### src/rtl/alu_regfile_exec.sv
// Single-cycle register-execute datapath: 32x32 register file feeding a 32-bit ALU.
// One MIPS-style instruction per cycle; the write and the result report happen at the same edge.
module alu_regfile_exec (
  input  logic        clk,
  input  logic        rst_n,
  input  logic [31:0] instr,
  input  logic        instr_valid,
  input  logic [4:0]  dbg_addr,
  output logic [31:0] dbg_data,
  output logic [31:0] result,
  output logic        result_valid,
  output logic        overflow,
  output logic        illegal
);

  localparam logic [5:0] OpRtype = 6'h00;
  localparam logic [5:0] OpAddi  = 6'h08;
  localparam logic [5:0] OpAddiu = 6'h09;
  localparam logic [5:0] OpSlti  = 6'h0A;
  localparam logic [5:0] OpSltiu = 6'h0B;
  localparam logic [5:0] OpAndi  = 6'h0C;
  localparam logic [5:0] OpOri   = 6'h0D;
  localparam logic [5:0] OpXori  = 6'h0E;
  localparam logic [5:0] OpLui   = 6'h0F;

  localparam logic [5:0] FnSll  = 6'h00;
  localparam logic [5:0] FnSrl  = 6'h02;
  localparam logic [5:0] FnSra  = 6'h03;
  localparam logic [5:0] FnAdd  = 6'h20;
  localparam logic [5:0] FnAddu = 6'h21;
  localparam logic [5:0] FnSub  = 6'h22;
  localparam logic [5:0] FnSubu = 6'h23;
  localparam logic [5:0] FnAnd  = 6'h24;
  localparam logic [5:0] FnOr   = 6'h25;
  localparam logic [5:0] FnXor  = 6'h26;
  localparam logic [5:0] FnNor  = 6'h27;
  localparam logic [5:0] FnSlt  = 6'h2A;
  localparam logic [5:0] FnSltu = 6'h2B;

  logic [5:0]  opcode, funct;
  logic [4:0]  rs, rt, rd, shamt;
  logic [15:0] imm;

  assign opcode = instr[31:26];
  assign rs     = instr[25:21];
  assign rt     = instr[20:16];
  assign rd     = instr[15:11];
  assign shamt  = instr[10:6];
  assign funct  = instr[5:0];
  assign imm    = instr[15:0];

  // Entry 0 is cleared by reset and never written, but reads of r0 are forced to zero anyway.
  logic [31:0] rf_q [32];

  logic [31:0] rs_val, rt_val, simm, zimm;
  logic [31:0] sum_rr, sum_ri, diff;

  assign rs_val = (rs == 5'd0) ? '0 : rf_q[rs];
  assign rt_val = (rt == 5'd0) ? '0 : rf_q[rt];
  assign simm   = {{16{imm[15]}}, imm};
  assign zimm   = {16'h0000, imm};
  assign sum_rr = rs_val + rt_val;
  assign sum_ri = rs_val + simm;
  assign diff   = rs_val - rt_val;

  logic [31:0] alu_res;
  logic [4:0]  wr_addr;
  logic        legal;
  logic        ovf;

  always_comb begin
    alu_res = '0;
    wr_addr = rt;
    legal   = 1'b1;
    ovf     = 1'b0;
    if (opcode == OpRtype) begin
      wr_addr = rd;
      case (funct)
        FnSll:  alu_res = rt_val << shamt;
        FnSrl:  alu_res = rt_val >> shamt;
        FnSra:  alu_res = $signed(rt_val) >>> shamt;
        FnAdd: begin
          alu_res = sum_rr;
          ovf     = (rs_val[31] == rt_val[31]) && (sum_rr[31] != rs_val[31]);
        end
        FnAddu: alu_res = sum_rr;
        FnSub: begin
          alu_res = diff;
          ovf     = (rs_val[31] != rt_val[31]) && (diff[31] != rs_val[31]);
        end
        FnSubu: alu_res = diff;
        FnAnd:  alu_res = rs_val & rt_val;
        FnOr:   alu_res = rs_val | rt_val;
        FnXor:  alu_res = rs_val ^ rt_val;
        FnNor:  alu_res = ~(rs_val | rt_val);
        FnSlt:  alu_res = {31'b0, $signed(rs_val) < $signed(rt_val)};
        FnSltu: alu_res = {31'b0, rs_val < rt_val};
        default: legal = 1'b0;
      endcase
    end else begin
      case (opcode)
        OpAddi: begin
          alu_res = sum_ri;
          ovf     = (rs_val[31] == simm[31]) && (sum_ri[31] != rs_val[31]);
        end
        OpAddiu: alu_res = sum_ri;
        OpSlti:  alu_res = {31'b0, $signed(rs_val) < $signed(simm)};
        OpSltiu: alu_res = {31'b0, rs_val < simm};
        OpAndi:  alu_res = rs_val & zimm;
        OpOri:   alu_res = rs_val | zimm;
        OpXori:  alu_res = rs_val ^ zimm;
        OpLui:   alu_res = {imm, 16'h0000};
        default: legal = 1'b0;
      endcase
    end
  end

  logic [31:0] result_q;
  logic        result_valid_q, overflow_q, illegal_q;

  always_ff @(posedge clk or negedge rst_n) begin
    if (!rst_n) begin
      for (int i = 0; i < 32; i++) rf_q[i] <= '0;
      result_q       <= '0;
      result_valid_q <= 1'b0;
      overflow_q     <= 1'b0;
      illegal_q      <= 1'b0;
    end else begin
      result_valid_q <= 1'b0;
      overflow_q     <= 1'b0;
      illegal_q      <= 1'b0;
      if (instr_valid) begin
        if (legal) begin
          if (wr_addr != 5'd0) rf_q[wr_addr] <= alu_res;
          // Report what the destination actually holds, so r0 reads back as zero.
          result_q       <= (wr_addr == 5'd0) ? '0 : alu_res;
          result_valid_q <= 1'b1;
          overflow_q     <= ovf;
        end else begin
          illegal_q <= 1'b1;
        end
      end
    end
  end

  assign dbg_data     = (dbg_addr == 5'd0) ? '0 : rf_q[dbg_addr];
  assign result       = result_q;
  assign result_valid = result_valid_q;
  assign overflow     = overflow_q;
  assign illegal      = illegal_q;

endmodule

### config.mk
export PLATFORM = sky130hd
export DESIGN_NAME = alu_regfile_exec
export DESIGN_NICKNAME = d
export VERILOG_FILES = /design/src/rtl/alu_regfile_exec.sv
export SDC_FILE = /design/constraint.sdc
export NUM_CORES = 2
export LEC_CHECK = 0
export BUFFER_PORTS_ARGS = -buffer_cell sky130_fd_sc_hd__buf_2
export CAP_MARGIN = 20
export CORE_UTILIZATION = 59
export CTS_BUF_LIST = sky130_fd_sc_hd__clkbuf_4 sky130_fd_sc_hd__clkbuf_8 sky130_fd_sc_hd__clkbuf_16
export DETAILED_ROUTE_END_ITERATION = 6
export PLACE_DENSITY = 0.88
export SYNTH_ARGS = -nofsm -noshare
export SYNTH_HDL_FRONTEND = slang
export SYNTH_SLANG_ARGS = --single-unit
### constraint.sdc
create_clock -name clk -period 5.49 [get_ports clk]
set_clock_uncertainty 0.15 [all_clocks]
set_input_delay 1.098 -clock clk [delete_from_list [all_inputs] [get_ports clk]]
set_output_delay 1.098 -clock clk [all_outputs]
set_load 0.05 [all_outputs]
==> results of run 1 <==
==> metal layers <==
metal,overflow,GRT usage [%]
met1,6,74.5
met2,45,91.5
met3,8,59.8
met4,57,74.5
met5,2,45.5
==> repair_timing <==
action | in CTS
setup buffers | 16
gates cloned | 12
endpoints found under the setup margin | 960
pin swaps | 9
resized for setup | 106
==> through the flow <==
step / instance area [µm²] / setup TNS [ns]
4_1_cts: 97900 / -271.75
2_1_floorplan: 78100 / -1293.63
3_3_place_gp: 92700 / -1379.04
3_5_place_dp: 92800 / -1406.55
==> cell families after synthesis <==
| group | after synthesis | synth area share (%) |
|---|---|---|
| xor gates and xnor gates | 79 | 0.897 |
| AOI/OAI and AO/OA | 2134 | 17.3 |
| buffers and inverters | 927 | 5.35 |
| DFF | 1059 | 34.4 |
| muxes | 1289 | 28.3 |
| and+or+nand+nor | 1968 | 10.9 |
| adders and majority gates | 177 | 2.89 |
==> synthesized netlist by cell type, types with 30 or more instances <==
cell	instances
buf_6	35
buf_1	76
nand2_1	764
o21ai_0	253
o21ai_1	368
mux2i_1	428
mux4_2	679
nand3_1	106
nor2_1	735
mux2_2	168
buf_2	122
a21oi_1	643
ha_1	175
nand4_1	33
and2_1	30
inv_1	151
a211oi_1	42
a221oi_1	53
o22ai_1	62
nor3_1	101
a22o_1	38
a31oi_1	63
a22oi_1	201
a21o_1	31
buf_4	38
dfrtp_1	1059
xnor2_1	63
o21bai_1	32
o211ai_1	36
clkbuf_1	490
o221ai_1	50
==> flow_summary.toml, run 1 <==
[global_route]
track_usage_pct = 75.3
overflow = 118
grt_max_degree = 129

[cts]
cts.htree.levels = 3
root_buffer = "clkbuf_16"
cts_sinks = 1059
numCtsBuffers = 111
ctsHoldBuffers = 0
clk_path_buf_depth = 3

[synthesis]
syn_avg_cell_area_um2 = 10.1
synth.distinct_cells = 106
yosys.area.top_type = "dfrtp_1"
synth_area_mm2 = 0.0771
ys_seq_elements = 1059
async_reset_ff_share_pct = 100
synth_fp_nets = 7850
synth_area_leaders = "dfrtp_1 34%, mux4_2 20%, mux2i_1 5.6%"
synth_edf_count = 0
ys_seq_area_share_pct = 34.4
ys_warn_count = 0
yosysTopAreaCellShare_pct = 34.4
synthFlopType = "dfrtp_1"
synth_cells = 7633

[floorplan]
die_y_um = 364
io_pins = 107
start_util_pct = 59.5
die_x_um = 364
rows = 132

[status]
error_line = "[ERROR GRT-0232] Routing congestion too high. Check the congestion heatmap in the GUI."
status = "stopped before the end"
failed_stage = "5_1_grt"

[placed_design]
gp_congestion = 1.13
io_buffer_count = 106
dp_cells = 10466
dpl.hpwl_um = 274000
place_ws_ns = -2.34
==> run 2, diff against run 1 <==
Settings changed: CORE_UTILIZATION 59 to 40, CTS_BUF_LIST sky130_fd_sc_hd__clkbuf_4 sky130_fd_sc_hd__clkbuf_8 sky130_fd_sc_hd__clkbuf_16 to unset, PLACE_DENSITY 0.88 to unset, PLACE_DENSITY_LB_ADDON set to 0.15.
Clock period 5.49 ns to 7.14 ns, I/O delays scaled along.
==> flow_summary.toml, run 2 <==
[final_layout]
multi_input_area_mm2 = 0.0478
final_common_cell = "dfrtp_1"
final_area_mm2 = 0.0934
final_cell_mix = "1059 x dfrtp_1, 972 x buf_4, 752 x nand2_1, 719 x nor2_1, 679 x mux4_2"
drive_gt1_share_pct = 31.0
fin_cells = 10840
nFillCells = 17640
largest_reg_flops = 1024
area_growth_pct = 21.1
top_register = "rf_q"
finalCoreUtilization_pct = 49.0
seq_area_mm2 = 0.0265
nets = 8440

[drt]
drt-vias-per-instance = 6.62
postRouteAntennaNets = 0
route.detailed.drc = 7
vias = 71813
first_iter_violations = 9574
routed_wl_um = 384000
drt_pass1_iterations = 7
avgRoutedWirePerCell_um = 35.4

[placed_design]
postPlaceCellArea_mm2 = 0.0888
dp_cells = 10601
io_buffer_count = 106
gp_congestion = 1.05
dpl.hpwl_um = 277000

[floorplan]
io_pins = 107
start_util_pct = 40.4
core_mm2 = 0.191
die_y_um = 441
dieArea_mm2 = 0.195
rows = 160
die_x_um = 441

[cts]
path_clk_slew_ns = 0.06
clk_path_buf_depth = 3
cts_tree = "done"
cts.htree.levels = 4
root_buffer = "clkbuf_16"
ctsHoldBuffers = 0
cts_sinks = 1059
numCtsBuffers = 131
clk-insertion-delay-late_ns = 0.81
post-cts-setup-buffers = 0

[setup_path]
crit_fanout = 32
crit_path_top_delay_cell = "nor3_2"
path_class = "in2reg"
cpPeakStageDelay_ns = 0.81
setup.worst_path.start_class = "input port"
crit_family = "simple AND/OR/NAND/NOR gates"
critPathArrivalTime_ns = 7.53
cp-end-kind = "flip-flop"
cp_cell_sequence = "buf_4, buf_12, nor2b_4, buf_4, a221oi_2, nor3_2, ha_1, buf_4, buf_4, nor2_1, o21ai_0, buf_4, nand2_1, a211oi_4, o21ai_1, a31oi_1, o21ai_0, mux2i_1, nor4_2, buf_4, o221ai_1, a21oi_4, buf_12, o21ai_1"
worstPathRequired_ns = 7.60
critical_path.most_common_cell = "buf_4"
critical_path_buf_inv_count = 8

[synthesis]
syn_avg_cell_area_um2 = 10.1
yosysMostFrequentCell = "dfrtp_1"
yosysTopAreaCellShare_pct = 34.4
ys_seq_area_share_pct = 34.4
yosys.area.top_type = "dfrtp_1"
synth_cells = 7633
synth.distinct_cells = 106
ys_seq_elements = 1059
synth_area_leaders = "dfrtp_1 34%, mux4_2 20%, mux2i_1 5.6%"
synth_area_mm2 = 0.0771
ys_warn_count = 0
synth_top_cells_by_count = "1059 x dfrtp_1, 764 x nand2_1, 735 x nor2_1, 679 x mux4_2, 643 x a21oi_1"
async_reset_ff_share_pct = 100
synth_edf_count = 0
synth_fp_nets = 7850
synthFlopType = "dfrtp_1"

[global_route]
grt_pass1_wl_um = 538000
track_usage_pct = 39.1
antenna_found_initial = 20
overflow = 0
grt_max_degree = 155
first_global_vias = 69003

[sta]
rsz0062_at_grt = "no"
finalSetupViolations = 0
hold_viol_final = 0
max_freq_ghz = 0.141
tightest_slew_ns = 1.21
finalCritPeriodShare_pct = 99.0
slew_violations = 0
relSlewSlack_pct = 18.4
period_minus_slack_ns = 7.07

[min_path]
hold_class = "reg2reg"

[run]
maxCapViolations = 0

[pwr]
leakagePower_nw = 40.5
power_density_mw_per_mm2 = 189
worst_ir_drop_vdd_uv = 187

[status]
status = "finished with violations"
violations = "DRC"
[run 2: cell counts after synthesis]
No cell type changed its count.
[run 2: worst register-to-register path, cell delays in order, from the launching register on]
cell	delay, ns
dfrtp_1	0.42
mux4_2	0.49
a22o_1	0.23
a2111oi_2	0.37
buf_4	0.18
a211o_1	0.13
buf_12	0.13
inv_1	0.07
ha_1	0.30
nand4_1	0.12
or3_1	0.46
or3_1	0.46
buf_12	0.16
nor4_2	0.20
buf_4	0.19
and3_1	0.18
o221ai_1	0.28
a311o_1	0.45
o2111ai_1	0.20
a211o_1	0.15
nand3_1	0.12
a41oi_4	0.28
buf_12	0.24
o21ai_1	0.17
[run 2: repair_timing]
| action | in CTS | in global routing |
|---|---|---|
| endpoints found under the hold margin | 0 | 0 |
| pin swaps | 0 | 1 |
| resized for setup | 4 | 17 |
| endpoints found under the setup margin | 35 | 154 |
[run 2: per-layer routing]
layer	track usage [%]	up-vias	share of wire [%]
met4	21.2	4	6.5
met5	0	-	0.0088
met1	51.5	36494	39
li1	-	30028	-
met2	59.7	4319	44
met3	8.92	968	9.7
[run 2: layout make-up]
cell class	instances	area share (%)
Antenna cell	7	0.0188
Clock buffer	196	4.25
Clock inverter	36	0.504
Inverter	160	0.643
Multi-Input combinational cell	5647	51.2
Sequential cell	1059	28.4
Tap cell	2511	3.36
Timing Repair Buffer	1224	11.6
[run 2: power breakdown]
group	leakage, nW	total, mW	internal (mW)	switching, mW
clock network	2.18	6.92	4.02	2.90
logic	23.6	4.26	1.71	2.56
registers	14.6	6.51	6.25	0.262
total	40.5	17.7	12.0	5.72
[run 2: final timing paths]
kind / startpoint / slack [ns] / end / cells after the start
setup / recovery: instr[24] / 0.07 / rf_q[502]$_DFFE_PN0P_ / 24
hold / removal: rf_q[1001]$_DFFE_PN0P_ / 0.27 / rf_q[1001]$_DFFE_PN0P_ / 0
setup reg to reg: rf_q[539]$_DFFE_PN0P_ / 0.85 / rf_q[672]$_DFFE_PN0P_ / 23
hold reg to reg: rf_q[1001]$_DFFE_PN0P_ / 0.27 / rf_q[1001]$_DFFE_PN0P_ / 0
max in group asynchronous: rst_n / 4.77 / rf_q[61]$_DFFE_PN0P_ / 2
min in group asynchronous: rst_n / 0.51 / rf_q[745]$_DFFE_PN0P_ / 1
[run 2: kinds of logic (layout without fill, tap and decap cells)]
kind of cell               count (synthesis)  count (layout)  share of synthesized area (%)
DFF                                     1059            1059                           34.4
xor gates and xnor gates                  79              79                          0.897
buffers and inverters                    927            1616                           5.35
other                                      0               7                              0
adders and majority gates                177             177                           2.89
AOI/OAI and AO/OA                       2134            2134                           17.3
and+or+nand+nor                         1968            1968                           10.9
muxes                                   1289            1289                           28.3
[run 2: stage by stage]
| stage | hold slack (ns) | total power, mW | TNS [ns] | setup slack [ns] |
|---|---|---|---|---|
| after floorplan | 0.308 | 8.78 | -61.09 | -0.321 |
| final | 0.268 | 17.7 | 0 | 0.0704 |
| after CTS | 0.267 | 17.7 | 0 | 0.0336 |
| after global routing | 0.278 | 18.2 | 0 | 0.000503 |
| after global placement | 0.244 | 10.7 | -290.83 | -1.12 |
| after detailed placement | 0.254 | 10.8 | -302.94 | -1.09 |
Power figures use the tool's default switching activity.
